**src/rtl/musi_bus_master.sv**
```systemverilog
// USI bus master: queues CSR manual commands in a small FIFO
// and runs each one as a single write or read on a one-hot slave bus.
module musi_bus_master #(
  parameter int pBusWidth  = 8,
  parameter int pSelLsb    = 24,
  parameter int pFifoDepth = 4,
  parameter int pTimeout   = 255
) (
  input  logic                       iSysClk,
  input  logic                       iSysRst,
  input  logic [31:0]                iMUsiWd,
  input  logic [31:0]                iMUsiAdrs,
  input  logic                       iMUsiWCke,
  input  logic                       iErrClr,
  output logic [31:0]                oMUsiRd,
  output logic [pBusWidth:0]         oMUsiVd,
  output logic                       oMUsiRdDone,
  output logic [2:0]                 oMUsiErr,
  output logic                       oMUsiBusy,
  output logic [31:0]                oSUsiWd,
  output logic [29:0]                oSUsiAdrs,
  output logic                       oSUsiWEd,
  output logic                       oSUsiREd,
  output logic [pBusWidth:0]         oSUsiCs,
  input  logic [pBusWidth:0]         iSUsiRdy,
  input  logic [32*(pBusWidth+1)-1:0] iSUsiRd,
  input  logic [pBusWidth:0]         iSUsiRdVd
);

  localparam int N  = pBusWidth + 1;
  localparam int AW = $clog2(pFifoDepth);
  localparam logic [7:0] TMO_LAST = 8'(pTimeout - 1);

  localparam logic [1:0] S_IDLE = 2'd0;
  localparam logic [1:0] S_REQ  = 2'd1;
  localparam logic [1:0] S_WAIT = 2'd2;

  logic [1:0]  state_q, state_d;
  logic        wcke_q;
  logic [AW:0] wptr_q, wptr_d;
  logic [AW:0] rptr_q, rptr_d;
  logic [63:0] mem_q [pFifoDepth];
  logic [7:0]  tmo_q, tmo_d;
  logic [N-1:0] selh_q, selh_d;
  logic [N-1:0] cs_q, cs_d;
  logic [N-1:0] vd_q, vd_d;
  logic [31:0] wd_q, wd_d;
  logic [29:0] adrs_q, adrs_d;
  logic        wed_q, wed_d;
  logic        red_q, red_d;
  logic [31:0] rd_q, rd_d;
  logic        done_q, done_d;
  logic [2:0]  err_q, err_d;

  logic [1:0]  cmd_w;
  logic [5:0]  sel_w;
  logic        rise_w;
  logic        cmd_ok_w;
  logic        bad_w;
  logic        full_w;
  logic        empty_w;
  logic        push_w;
  logic        pop_w;
  logic        ovf_w;
  logic [63:0] head_w;
  logic [5:0]  hsel_w;
  logic        rdy_hit_w;
  logic        vd_hit_w;
  logic        tmo_end_w;
  logic        tmo_err_w;
  logic [31:0] rsel_w;
  logic [N-1:0] one_w;

  assign one_w  = {{(N-1){1'b0}}, 1'b1};
  assign cmd_w  = iMUsiAdrs[31:30];
  assign sel_w  = iMUsiAdrs[pSelLsb+5:pSelLsb];
  assign rise_w = iMUsiWCke & ~wcke_q;

  // cmd 0 is a silent no-op; cmd 3 or an out-of-range slave is an error
  assign cmd_ok_w = (cmd_w == 2'd1 || cmd_w == 2'd2) &&
                    (sel_w <= 6'(pBusWidth));
  assign bad_w = rise_w && cmd_w != 2'd0 && !cmd_ok_w;

  assign empty_w = (wptr_q == rptr_q);
  assign full_w  = (wptr_q[AW] != rptr_q[AW]) &&
                   (wptr_q[AW-1:0] == rptr_q[AW-1:0]);

  assign pop_w  = (state_q == S_IDLE) && !empty_w;
  assign push_w = rise_w && cmd_ok_w && (!full_w || pop_w);
  assign ovf_w  = rise_w && cmd_ok_w && full_w && !pop_w;

  assign head_w = mem_q[rptr_q[AW-1:0]];
  assign hsel_w = head_w[pSelLsb+5+32:pSelLsb+32];

  assign rdy_hit_w = |(iSUsiRdy & selh_q);
  assign vd_hit_w  = |(iSUsiRdVd & selh_q);
  assign tmo_end_w = (tmo_q == TMO_LAST);
  assign tmo_err_w = tmo_end_w &&
    ((state_q == S_REQ && !rdy_hit_w) ||
     (state_q == S_WAIT && !vd_hit_w));

  always_comb begin
    rsel_w = '0;
    for (int i = 0; i < N; i++) begin
      rsel_w = rsel_w | (iSUsiRd[32*i +: 32] & {32{selh_q[i]}});
    end
  end

  always_ff @(posedge iSysClk or negedge iSysRst) begin
    if (!iSysRst) state_q <= S_IDLE;
    else          state_q <= state_d;
  end

  always_comb begin
    state_d = state_q;
    unique case (state_q)
      S_IDLE: if (!empty_w) state_d = S_REQ;
      S_REQ: begin
        if (rdy_hit_w)      state_d = red_q ? S_WAIT : S_IDLE;
        else if (tmo_end_w) state_d = S_IDLE;
      end
      S_WAIT: if (vd_hit_w || tmo_end_w) state_d = S_IDLE;
      default: state_d = S_IDLE;
    endcase
  end

  always_comb begin
    wd_d   = wd_q;
    adrs_d = adrs_q;
    wed_d  = wed_q;
    red_d  = red_q;
    cs_d   = cs_q;
    selh_d = selh_q;
    tmo_d  = tmo_q;
    rd_d   = rd_q;
    done_d = 1'b0;
    unique case (state_q)
      S_IDLE: begin
        if (!empty_w) begin
          wd_d   = head_w[31:0];
          adrs_d = head_w[61:32];
          wed_d  = (head_w[63:62] == 2'd1);
          red_d  = (head_w[63:62] == 2'd2);
          cs_d   = one_w << hsel_w;
          selh_d = one_w << hsel_w;
          tmo_d  = '0;
        end
      end
      S_REQ: begin
        tmo_d = tmo_q + 8'd1;
        if (rdy_hit_w || tmo_end_w) begin
          wd_d   = '0;
          adrs_d = '0;
          wed_d  = 1'b0;
          red_d  = 1'b0;
          cs_d   = '0;
        end
      end
      S_WAIT: begin
        tmo_d = tmo_q + 8'd1;
        if (vd_hit_w) begin
          rd_d   = rsel_w;
          done_d = 1'b1;
        end
      end
      default: ;
    endcase
  end

  always_comb begin
    wptr_d = wptr_q + (AW+1)'(push_w);
    rptr_d = rptr_q + (AW+1)'(pop_w);
    vd_d   = iSUsiRdy & {N{~full_w}};
    err_d  = iErrClr ? 3'b000 : err_q;
    err_d  = err_d | {tmo_err_w, bad_w, ovf_w};
  end

  always_ff @(posedge iSysClk or negedge iSysRst) begin
    if (!iSysRst) begin
      wcke_q <= 1'b0;
      wptr_q <= '0;
      rptr_q <= '0;
      tmo_q  <= '0;
      selh_q <= '0;
      cs_q   <= '0;
      vd_q   <= '0;
      wd_q   <= '0;
      adrs_q <= '0;
      wed_q  <= 1'b0;
      red_q  <= 1'b0;
      rd_q   <= '0;
      done_q <= 1'b0;
      err_q  <= '0;
    end else begin
      wcke_q <= iMUsiWCke;
      wptr_q <= wptr_d;
      rptr_q <= rptr_d;
      tmo_q  <= tmo_d;
      selh_q <= selh_d;
      cs_q   <= cs_d;
      vd_q   <= vd_d;
      wd_q   <= wd_d;
      adrs_q <= adrs_d;
      wed_q  <= wed_d;
      red_q  <= red_d;
      rd_q   <= rd_d;
      done_q <= done_d;
      err_q  <= err_d;
    end
  end

  // storage needs no reset; pointers define what is valid
  always_ff @(posedge iSysClk) begin
    if (push_w) begin
      mem_q[wptr_q[AW-1:0]] <= {cmd_w, iMUsiAdrs[29:0], iMUsiWd};
    end
  end

  assign oMUsiRd     = rd_q;
  assign oMUsiVd     = vd_q;
  assign oMUsiRdDone = done_q;
  assign oMUsiErr    = err_q;
  assign oMUsiBusy   = (state_q != S_IDLE) || !empty_w;
  assign oSUsiWd     = wd_q;
  assign oSUsiAdrs   = adrs_q;
  assign oSUsiWEd    = wed_q;
  assign oSUsiREd    = red_q;
  assign oSUsiCs     = cs_q;

endmodule
```
**config.mk**
```make
export PLATFORM = sky130hd
export DESIGN_NAME = musi_bus_master
export DESIGN_NICKNAME = d
export VERILOG_FILES = /design/src/rtl/musi_bus_master.sv
export SDC_FILE = /design/constraint.sdc
export NUM_CORES = 1
export LEC_CHECK = 0
export BUFFER_PORTS_ARGS = -buffer_cell sky130_fd_sc_hd__buf_2
export CELL_PAD_IN_SITES_DETAIL_PLACEMENT = 0
export CELL_PAD_IN_SITES_GLOBAL_PLACEMENT = 2
export CORE_AREA = 2 2 219 221
export DETAILED_ROUTE_END_ITERATION = 8
export DIE_AREA = 0 0 221 223
export HOLD_SLACK_MARGIN = 0.12
export PLACE_DENSITY = 0.9
export REMOVE_ABC_BUFFERS = 1
export SYNTH_ARGS = -nofsm -noshare
export SYNTH_HDL_FRONTEND = slang
export SYNTH_SLANG_ARGS = --single-unit
```
**constraint.sdc**
```tcl
create_clock -name iSysClk -period 20.1 [get_ports iSysClk]
set_input_delay 1.005 -clock iSysClk [delete_from_list [all_inputs] [get_ports iSysClk]]
set_output_delay 1.005 -clock iSysClk [all_outputs]
set_load 0.01 [all_outputs]
```
# Word-level counts from Yosys, hierarchy flattened
# Memory sizes are Yosys's and may differ from the RTL's.
# Cells that the tools add are included.
# totals
input_bits	374
ramBits	256
reg_bits	144
output_inout_bits	119
word_cells	124
mem_count	1
# memory_table
memory	words	word_bits	rd	rd_ports_with_merged_regs	wr	line_no	rtl
mem_q	4	64	1	0	1	42	logic [63:0] mem_q [pFifoDepth];
# classes
n_bitwise	25
muxes	27
magnitude_cmp	1
reduce_logical	37
shifts	1
add_sub_neg	3
eq_ne	14
# ops
operator	count
32-bit AND	9
32-bit bitwise OR	8
32-bit 2-to-1 mux	2
32-bit case mux with 2 select lines	1
30-bit 2-to-1 mux	2
30-bit case mux with 2 select lines	1
9-bit AND	3
9-bit 2-to-1 mux	2
9-bit case mux with 2 select lines	1
9-bit OR reduction	2
8-bit case mux with 2 select lines	1
1-bit logical AND	12
2-bit 2-to-1 mux	5
1-bit by 6-bit left shift with 9-bit output, first input constant	1
8-bit by 1-bit adder with 8-bit output, second input constant	1
8-bit equality test, second input constant	1
8-bit 2-to-1 mux	1
2-bit nonzero test	4
1-bit 2-to-1 mux	7
3-bit by 1-bit adder with 3-bit output	2
2-bit by 1-bit equality test with 1-bit output, second input constant	3
2-bit equality test, second input constant	3
6-bit by 4-bit <= comparator with 1-bit output, second input constant	1
1-bit logical NOT	6
17 further kinds	29

# Longest topological paths before layout
# Gate-level depths: netlist of the first run.
# logic_depth
ltp_word	9
mapped_depth	10
depth_no_buf	9

# Worst setup path before layout of the first run
# Ideal clock, no wire load.
# synth_timing
kind	input to register
from	input iMUsiAdrs[30]
to	memory mem_q[2][0], enable pin
required_ps	19522
path_stages	6
n_path_buf	0
arrival_ps	6521
setup_ps	578
setup_slack_ps	13001
cell_sequence	inv_1 -> ha_1 -> and3_1 -> nand3b_1 -> or2_2 -> nor3b_1
# synth_between
elab_chain_len	7
elab_cells_between_ends	8
cone_classes	eq/ne (2); mux (2); reduce/logical (4)
# synth_rtl
item	line_no	rtl
start: declaration	12	input logic [31:0] iMUsiAdrs,
2-bit by 1-bit equality test with 1-bit output / 2-bit equality test (equally long branches)	80	assign cmd_ok_w = (cmd_w == 2'd1 || cmd_w == 2'd2) &&
1-bit logical OR (*)	80	
1-bit logical AND (*)	80	
1-bit logical AND (*) (2 in a row)	89	assign push_w = rise_w && cmd_ok_w && (!full_w || pop_w);
1-bit 2-to-1 mux (*)	214	if (push_w) begin
1-bit 2-to-1 mux (implied by the code) (*)	215	mem_q[wptr_q[AW-1:0]] <= {cmd_w, iMUsiAdrs[29:0], iMUsiWd};
end: declaration	42	
# Mark *: on every way between the ends. The rest lies on a longest branch, timed or not.

# Worst setup path in the final report of the first run
# layout_timing
from	register rptr_q[0]
to	memory mem_q[1][36], enable pin
# layout_between
elab_chain_len	7
elab_cells_between_ends	10
cone_classes	eq/ne (2); mux (2); reduce/logical (6)
# layout_rtl
item	line_no	rtl
start: declaration	41	logic [AW:0] rptr_q, rptr_d;
start signal: assignment	197	rptr_q <= rptr_d;
3-bit equality test / 2-bit equality test (equally long branches)	84, 86	
1-bit logical NOT / 1-bit logical AND (equally long branches)	88, 85	
1-bit logical AND / 1-bit logical NOT (equally long branches)	88, 89	
1-bit logical OR (*)	89	
1-bit logical AND (*)	89	
1-bit 2-to-1 mux (*)	214	
1-bit 2-to-1 mux (implied by the code) (*)	215	
# Marks and branches as above.

==> results of run 1 <==
per-layer routing:
layer / global-route usage / wire [um] / vias up
met3: 0.0583 / 4560 / 131
met2: 0.389 / 29800 / 619
met1: 0.273 / 21100 / 5849
met5: 0 / 57 / -
li1: - / - / 5136
met4: 0.137 / 3050 / 8
registers in the layout, summed over array words and instances, names as in the netlist, 2 cells and up:
name       flops
mem_q        256
oMUsiRd       32
oSUsiWd       32
oSUsiAdrs     30
oMUsiVd        9
oSUsiCs        9
selh_q         9
tmo_q          8
oMUsiErr       3
rptr_q         3
wptr_q         3
state_q        2
power by group:
group | leakage, uW | internal, uW | switching [uW] | total (uW)
logic | 0.00367 | 354 | 442 | 796
registers | 0.00419 | 968 | 96.3 | 1060
clock network | 0.000659 | 434 | 338 | 772
total | 0.00853 | 1760 | 876 | 2630
placed cells by master (no fill, tap or decap), types with 4 or more instances in the layout:
cell type | netlist | routed
sky130_fd_sc_hd__clkbuf_1 | 59 | 6
sky130_fd_sc_hd__edfxtp_1 | 256 | 256
sky130_fd_sc_hd__clkinvlp_4 | 0 | 7
sky130_fd_sc_hd__inv_1 | 18 | 18
sky130_fd_sc_hd__ha_1 | 10 | 10
sky130_fd_sc_hd__inv_6 | 0 | 4
sky130_fd_sc_hd__nand3_1 | 41 | 41
sky130_fd_sc_hd__a22o_1 | 65 | 65
sky130_fd_sc_hd__and2_1 | 13 | 12
sky130_fd_sc_hd__diode_2 | 0 | 24
sky130_fd_sc_hd__clkinv_2 | 0 | 6
sky130_fd_sc_hd__dfrtp_2 | 0 | 9
sky130_fd_sc_hd__clkbuf_16 | 0 | 42
sky130_fd_sc_hd__mux4_2 | 64 | 64
sky130_fd_sc_hd__a221oi_1 | 33 | 33
sky130_fd_sc_hd__o31ai_1 | 13 | 13
sky130_fd_sc_hd__clkbuf_8 | 0 | 4
sky130_fd_sc_hd__a222oi_1 | 34 | 34
sky130_fd_sc_hd__buf_2 | 5 | 491
sky130_fd_sc_hd__nand2_1 | 26 | 26
sky130_fd_sc_hd__xnor2_1 | 4 | 4
sky130_fd_sc_hd__buf_4 | 1 | 19
sky130_fd_sc_hd__and3_1 | 5 | 4
sky130_fd_sc_hd__dfrtp_1 | 144 | 133
sky130_fd_sc_hd__nor2_1 | 43 | 42
sky130_fd_sc_hd__o21ai_0 | 14 | 14
sky130_fd_sc_hd__a22oi_1 | 70 | 70
sky130_fd_sc_hd__a21oi_1 | 37 | 37
kinds of logic (layout without fill, tap and decap cells):
group | Yosys count | after routing
AO/OA/AOI/OAI | 281 | 281
AND/OR/NAND/NOR | 149 | 149
adder cells (fa/ha/maj) | 10 | 10
XOR/XNOR | 6 | 6
other | 0 | 24
flip-flops | 400 | 400
buffers and inverters | 94 | 607
multiplexers | 69 | 69
path summary, 6_finish.rpt:
kind	startpoint	endpoint	cells past startpoint	slack, ps
setup reg to reg	rptr_q[0]	mem_q[1][36]	6	15880
min in group iSysClk	oSUsiAdrs[26]	oSUsiAdrs[26]	2	470
hold / removal	iSysRst	oSUsiAdrs[22]	1	440
max in group asynchronous	iSysRst	rptr_q[1]	2	18410
setup / recovery	rptr_q[0]	mem_q[1][36]	6	15880
hold reg to reg	oSUsiAdrs[26]	oSUsiAdrs[26]	2	470
layout make-up:
| cell class | count | area, um2 | share of cell area |
|---|---|---|---|
| tap | 615 | 769 | 0.0369 |
| timing repair buffer | 511 | 2610 | 0.125 |
| clock inverter | 26 | 256 | 0.0123 |
| clock buffer | 52 | 1130 | 0.0541 |
| sequential | 400 | 11300 | 0.543 |
| multi-input combinational | 515 | 4640 | 0.223 |
| inverter | 18 | 67.6 | 0.00324 |
| antenna | 24 | 60.1 | 0.00288 |
worst max-delay path: stages (launching register included):
cell	delay, ps
sky130_fd_sc_hd__dfrtp_4	930
sky130_fd_sc_hd__xnor2_1	250
sky130_fd_sc_hd__nand3b_1	380
sky130_fd_sc_hd__nor2_1	80
sky130_fd_sc_hd__or2_2	370
sky130_fd_sc_hd__nor3b_2	1010
sky130_fd_sc_hd__buf_4	760
stage by stage:
stage | total power, uW | worst slack (ps) | hold WS (ps) | util
final | 2630 | 15880 | 439 | 0.442
after global routing | 2770 | 15460 | 457 | 0.442
after CTS | 2670 | 15670 | 426 | 0.441
after detailed placement | 1890 | 15160 | 463 | 0.412
after global placement | 1870 | 15280 | 461 | 0.412
after floorplan | 1570 | 11140 | 462 | -
==> impl_metrics.json, run 1 <==
{
  "horizontal_extent_of_the_die_um": 221,
  "post_synth_inst_count": 1009,
  "via_per_inst": 5.43,
  "min-delay-path-class": "primary input to async pin",
  "total_standard_cell_area_after_synthesis_um2": 16300,
  "synth_xor_area_frac": 0.00322,
  "clock_latency_ps": 570,
  "cts_hold_buffers": 0,
  "timing.final.max_slew_violations": 0,
  "wire_length_of_the_first_global_routing_pass_mm": 83.3,
  "place.gp.congestion": 0.952,
  "synth-warning-count": 0,
  "placementRows": 80,
  "signed_area_change_from_the_synthesized_netlist_to_the_final_layout_pct": 27.7,
  "fin_tns_setup_ps": 0,
  "num_vias": 11700,
  "grt_max_degree": 74,
  "timing_hold_violations_final": 0,
  "cellLeakagePower_uw": 0.00853,
  "globalRoute.totalOverflow": 0,
  "post_synth_and_or_nand_nor_area_fraction": 0.0444,
  "avgRoutedWirePerCell_um": 27.1,
  "cts_tree": "yes",
  "core_area_um2": 47100,
  "synth_top_cells_by_count": "256 x sky130_fd_sc_hd__edfxtp_1, 144 x sky130_fd_sc_hd__dfrtp_1, 70 x sky130_fd_sc_hd__a22oi_1",
  "critical_path_required_ps": 20290,
  "top_area_cells_in_the_synthesized_netlist": "sky130_fd_sc_hd__edfxtp_1 47%, sky130_fd_sc_hd__dfrtp_1 22%, sky130_fd_sc_hd__mux4_2 8.8%, sky130_fd_sc_hd__a22o_1 3.5%, sky130_fd_sc_hd__a22oi_1 3.2%",
  "crit_type": "flip-flop to flip-flop",
  "endpoint_kind": "flip-flop",
  "htreeDepth": 2,
  "synth_enable_flop_cells": 256,
  "cts.sink_count": 400,
  "post_cts_resized": 0,
  "placement.io_buffers": 492,
  "die_area_um2": 49300,
  "synth_top_family_by_area": "compound AO/OA/AOI/OAI gates",
  "num-nets-final": 1872,
  "postSynthAreaPerCell_um2": 16.2,
  "design_area_um2": 20800,
  "path_max_fanout": 51,
  "die_h_um": 223,
  "final_min_period_over_clock_period": 0.210,
  "worst_setup_hold_path_clk_slew_ps": 70,
  "drt-initial-drc-count": 1178,
  "drc_violations_left": 0,
  "grt_util_all_layers": 0.233,
  "worst-endpoint-arrival_ps": 4410,
  "dr.pass1.iters": 6,
  "cts_buffer_depth": 3,
  "synth_area_in_adders": 0.00766,
  "asyncSetResetFlopFracSynth": 0.360,
  "first_global_vias": 11900,
  "final_number_of_setup_violating_endpoints": 0,
  "max_cap_viol_count": 0,
  "antenna_found_initial": 42,
  "post_synthesis_compound_gate_area_fraction": 0.136,
  "cts_root_buffer": "sky130_fd_sc_hd__clkbuf_16",
  "number_of_setup_buffers_added_after_cts": 0,
  "final_cells": 2161,
  "placed_cells_incl_taps": 2059,
  "timing.fmax_mhz": 237,
  "start_kind": "flip-flop",
  "layout_min_cycle_time_ps": 4220,
  "tritoncts.num_buffers": 42,
  "start_util": 0.346,
  "worst_pin_slew_ps": 1260,
  "relSlewSlack": 0.155,
  "synth_largest_area_cell": "sky130_fd_sc_hd__edfxtp_1",
  "worst_clock_skew_ps": 19.0,
  "synthFlopType": "sky130_fd_sc_hd__edfxtp_1",
  "yosysMostFrequentCell": "sky130_fd_sc_hd__edfxtp_1",
  "ys_ff_latch": 400,
  "fill_cells": 4262,
  "synthDominantCellAreaShare": 0.471,
  "dpl.hpwl_mm": 42.6,
  "vdd_drop_max_v": 0.000105,
  "rsz0062_at_grt": "no",
  "antenna_violating_nets_post_route": 0,
  "design.portCount": 493,
  "total_power_density_per_cell_area_nw_per_um2": 126,
  "synthMuxAreaShare": 0.0915,
  "detailed_place.area_um2": 19400,
  "layout-drive-gt1-share": 0.439,
  "synth-seq-area-share": 0.691,
  "wirelength_mm": 58.6,
  "run_status": "finished, final reports clean",
  "post_synth_num_cell_types": 48
}
Power figures use the tool's default switching activity.
==> run 2: changes to the inputs <==
clock period = 4.3 ns   (was 20.1 ns; I/O delays follow)
==> impl_metrics.json, run 2 (synthesis results as in run 1) <==
{
  "fin_tns_setup_ps": 0,
  "critPathLaunch": "iMUsiAdrs[24]",
  "min-delay-path-class": "primary input to flip-flop",
  "timing.final.max_slew_violations": 0,
  "worst_r2r_path_cells": 6,
  "postLayoutSetupSlackWorst_ps": 1330,
  "die_h_um": 223,
  "multi_input_logic_area_um2": 4640,
  "vdd_drop_max_v": 0.000570,
  "timing.fmax_mhz": 337,
  "design_power_total_uw": 12700,
  "cts_tree": "yes",
  "antenna_violating_nets_post_route": 0,
  "fill_cells": 4182,
  "crit_type": "primary input to flip-flop",
  "endpoint_kind": "flip-flop",
  "worst_clock_skew_ps": 17.6,
  "wirelength_mm": 60.8,
  "cellLeakagePower_uw": 0.00905,
  "worst-r2r-setup-slack_ps": 1370,
  "globalRoute.totalOverflow": 0,
  "cts.sink_count": 400,
  "place.gp.congestion": 0.993,
  "antenna_found_initial": 37,
  "first_global_vias": 12800,
  "num-nets-final": 2012,
  "final_min_period_over_clock_period": 0.690,
  "crit_cells": 8,
  "cts_hold_buffers": 139,
  "htreeDepth": 2,
  "grt_util_all_layers": 0.241,
  "rsz0062_at_grt": "no",
  "core_area_um2": 47100,
  "layout.area.seq_um2": 11300,
  "largest_reg_flops": 256,
  "design.portCount": 493,
  "final_number_of_setup_violating_endpoints": 0,
  "worst-path-buf-inv": 3,
  "worstReg2RegStart": "rptr_q[2]",
  "layout_min_cycle_time_ps": 2970,
  "total_power_density_per_cell_area_nw_per_um2": 571,
  "placement.io_buffers": 492,
  "worst-endpoint-arrival_ps": 3140,
  "cts_buffer_depth": 3,
  "place_ws_ps": 1250,
  "horizontal_extent_of_the_die_um": 221,
  "cp_top_family": "simple AND/OR/NAND/NOR gates",
  "start_util": 0.346,
  "cpMaxStageDelayCell": "sky130_fd_sc_hd__and3_4",
  "dpl.hpwl_mm": 42.2,
  "path_max_fanout": 64,
  "worstReg2RegEnd": "mem_q[3][36]",
  "layout.cells.most_common_list": "491 x sky130_fd_sc_hd__buf_2, 256 x sky130_fd_sc_hd__edfxtp_1, 140 x sky130_fd_sc_hd__dlygate4sd3_1, 133 x sky130_fd_sc_hd__dfrtp_1, 70 x sky130_fd_sc_hd__a22oi_1",
  "critical_path.endpoint": "mem_q[3][36]",
  "dr.pass1.iters": 8,
  "critical_path_required_ps": 4470,
  "run_status": "finished, final reports clean",
  "via_per_inst": 5.44,
  "placementRows": 80,
  "worst_pin_slew_ps": 1040,
  "start_kind": "primary input",
  "grt_max_degree": 74,
  "worst_setup_hold_path_clk_slew_ps": 60,
  "layout_commonest_cell": "sky130_fd_sc_hd__buf_2",
  "timing_hold_violations_final": 0,
  "layout-drive-gt1-share": 0.397,
  "signed_area_change_from_the_synthesized_netlist_to_the_final_layout_pct": 36.4,
  "critPathMaxStageDelay_ps": 850,
  "clock_latency_ps": 570,
  "num_vias": 12500,
  "relSlewSlack": 0.304,
  "die_area_um2": 49300,
  "wire_length_of_the_first_global_routing_pass_mm": 87.2,
  "path_cells": "dlygate4sd3_1, buf_2, o31ai_1, and3_1, nand3b_1, or2_2, inv_1, and3_4",
  "max_cap_viol_count": 0,
  "cts_root_buffer": "sky130_fd_sc_hd__clkbuf_16",
  "number_of_setup_buffers_added_after_cts": 0,
  "avgRoutedWirePerCell_um": 26.4,
  "tritoncts.num_buffers": 43,
  "post_cts_resized": 0,
  "drt-initial-drc-count": 972,
  "drc_violations_left": 0
}
## run 2: cell types whose count changed in the layout (fill, tap and decap cells not counted), sizes merged
cell         previous run  this run
dlygate4sd3             0       140
clkbuf                 52        58
clkinvlp                7         3
diode                  24        20
inv                    23        21
buf                   511       510
bufinv                  2         3
clkinv                 12        13
## run 2: power breakdown
part | switching [uW] | total, uW | leakage, uW | internal (uW)
clock network | 1540 | 3640 | 0.000664 | 2100
logic | 2250 | 4230 | 0.00419 | 1970
registers | 341 | 4870 | 0.00419 | 4530
## run 2: per-layer routing
layer	up-vias	part of all wire	GRT usage
met5	-	0.00097	0
met4	10	0.058	0.136
met2	628	0.50	0.414
met3	150	0.071	0.0581
li1	5412	-	-
met1	6301	0.37	0.277
## run 2: how the worst min path moves through the flow
stage | start | end | slack, ps | cells after the start
final | iSUsiRd[145] | oMUsiRd[17] | 200 | 5
after CTS | iSUsiRd[49] | oMUsiRd[17] | 120 | 3
after detailed placement | iSysRst | oSUsiAdrs[1] | 260 | 1
after global placement | iSysRst | oSUsiAdrs[1] | 250 | 1
after floorplan | iSysRst | oMUsiErr[0] | -80 | 0
after global routing | iSUsiRd[145] | oMUsiRd[17] | 200 | 5
## run 2: cell type report
cell class / instances / share of cell area
timing repair buffer: 650 / 0.182
multi-input combinational: 515 / 0.208
sequential: 400 / 0.508
inverter: 18 / 0.00303
tap: 615 / 0.0345
antenna: 20 / 0.00225
clock inverter: 22 / 0.00988
clock buffer: 58 / 0.0522
## run 2: through the flow
| step | utilization | cell area (um2) | hold slack (ps) | instances |
|---|---|---|---|---|
| after floorplan | - | 16000 | -80.6 | 933 |
| after global placement | 0.412 | 19400 | 254 | 2058 |
| after detailed placement | 0.412 | 19400 | 258 | 2058 |
| after CTS | 0.471 | 22200 | 124 | 2277 |
| after global routing | 0.472 | 22300 | 198 | 2296 |
| final | 0.473 | 22300 | 198 | 2298 |
## run 2: worst reg2reg max path, cell delays in order, from the launching register on
cell and delay (ps):
sky130_fd_sc_hd__dfrtp_1 400, sky130_fd_sc_hd__xnor2_1 270, sky130_fd_sc_hd__nand3b_1 420, sky130_fd_sc_hd__nor2_1 60
sky130_fd_sc_hd__or2_2 360, sky130_fd_sc_hd__inv_1 90, sky130_fd_sc_hd__and3_4 850
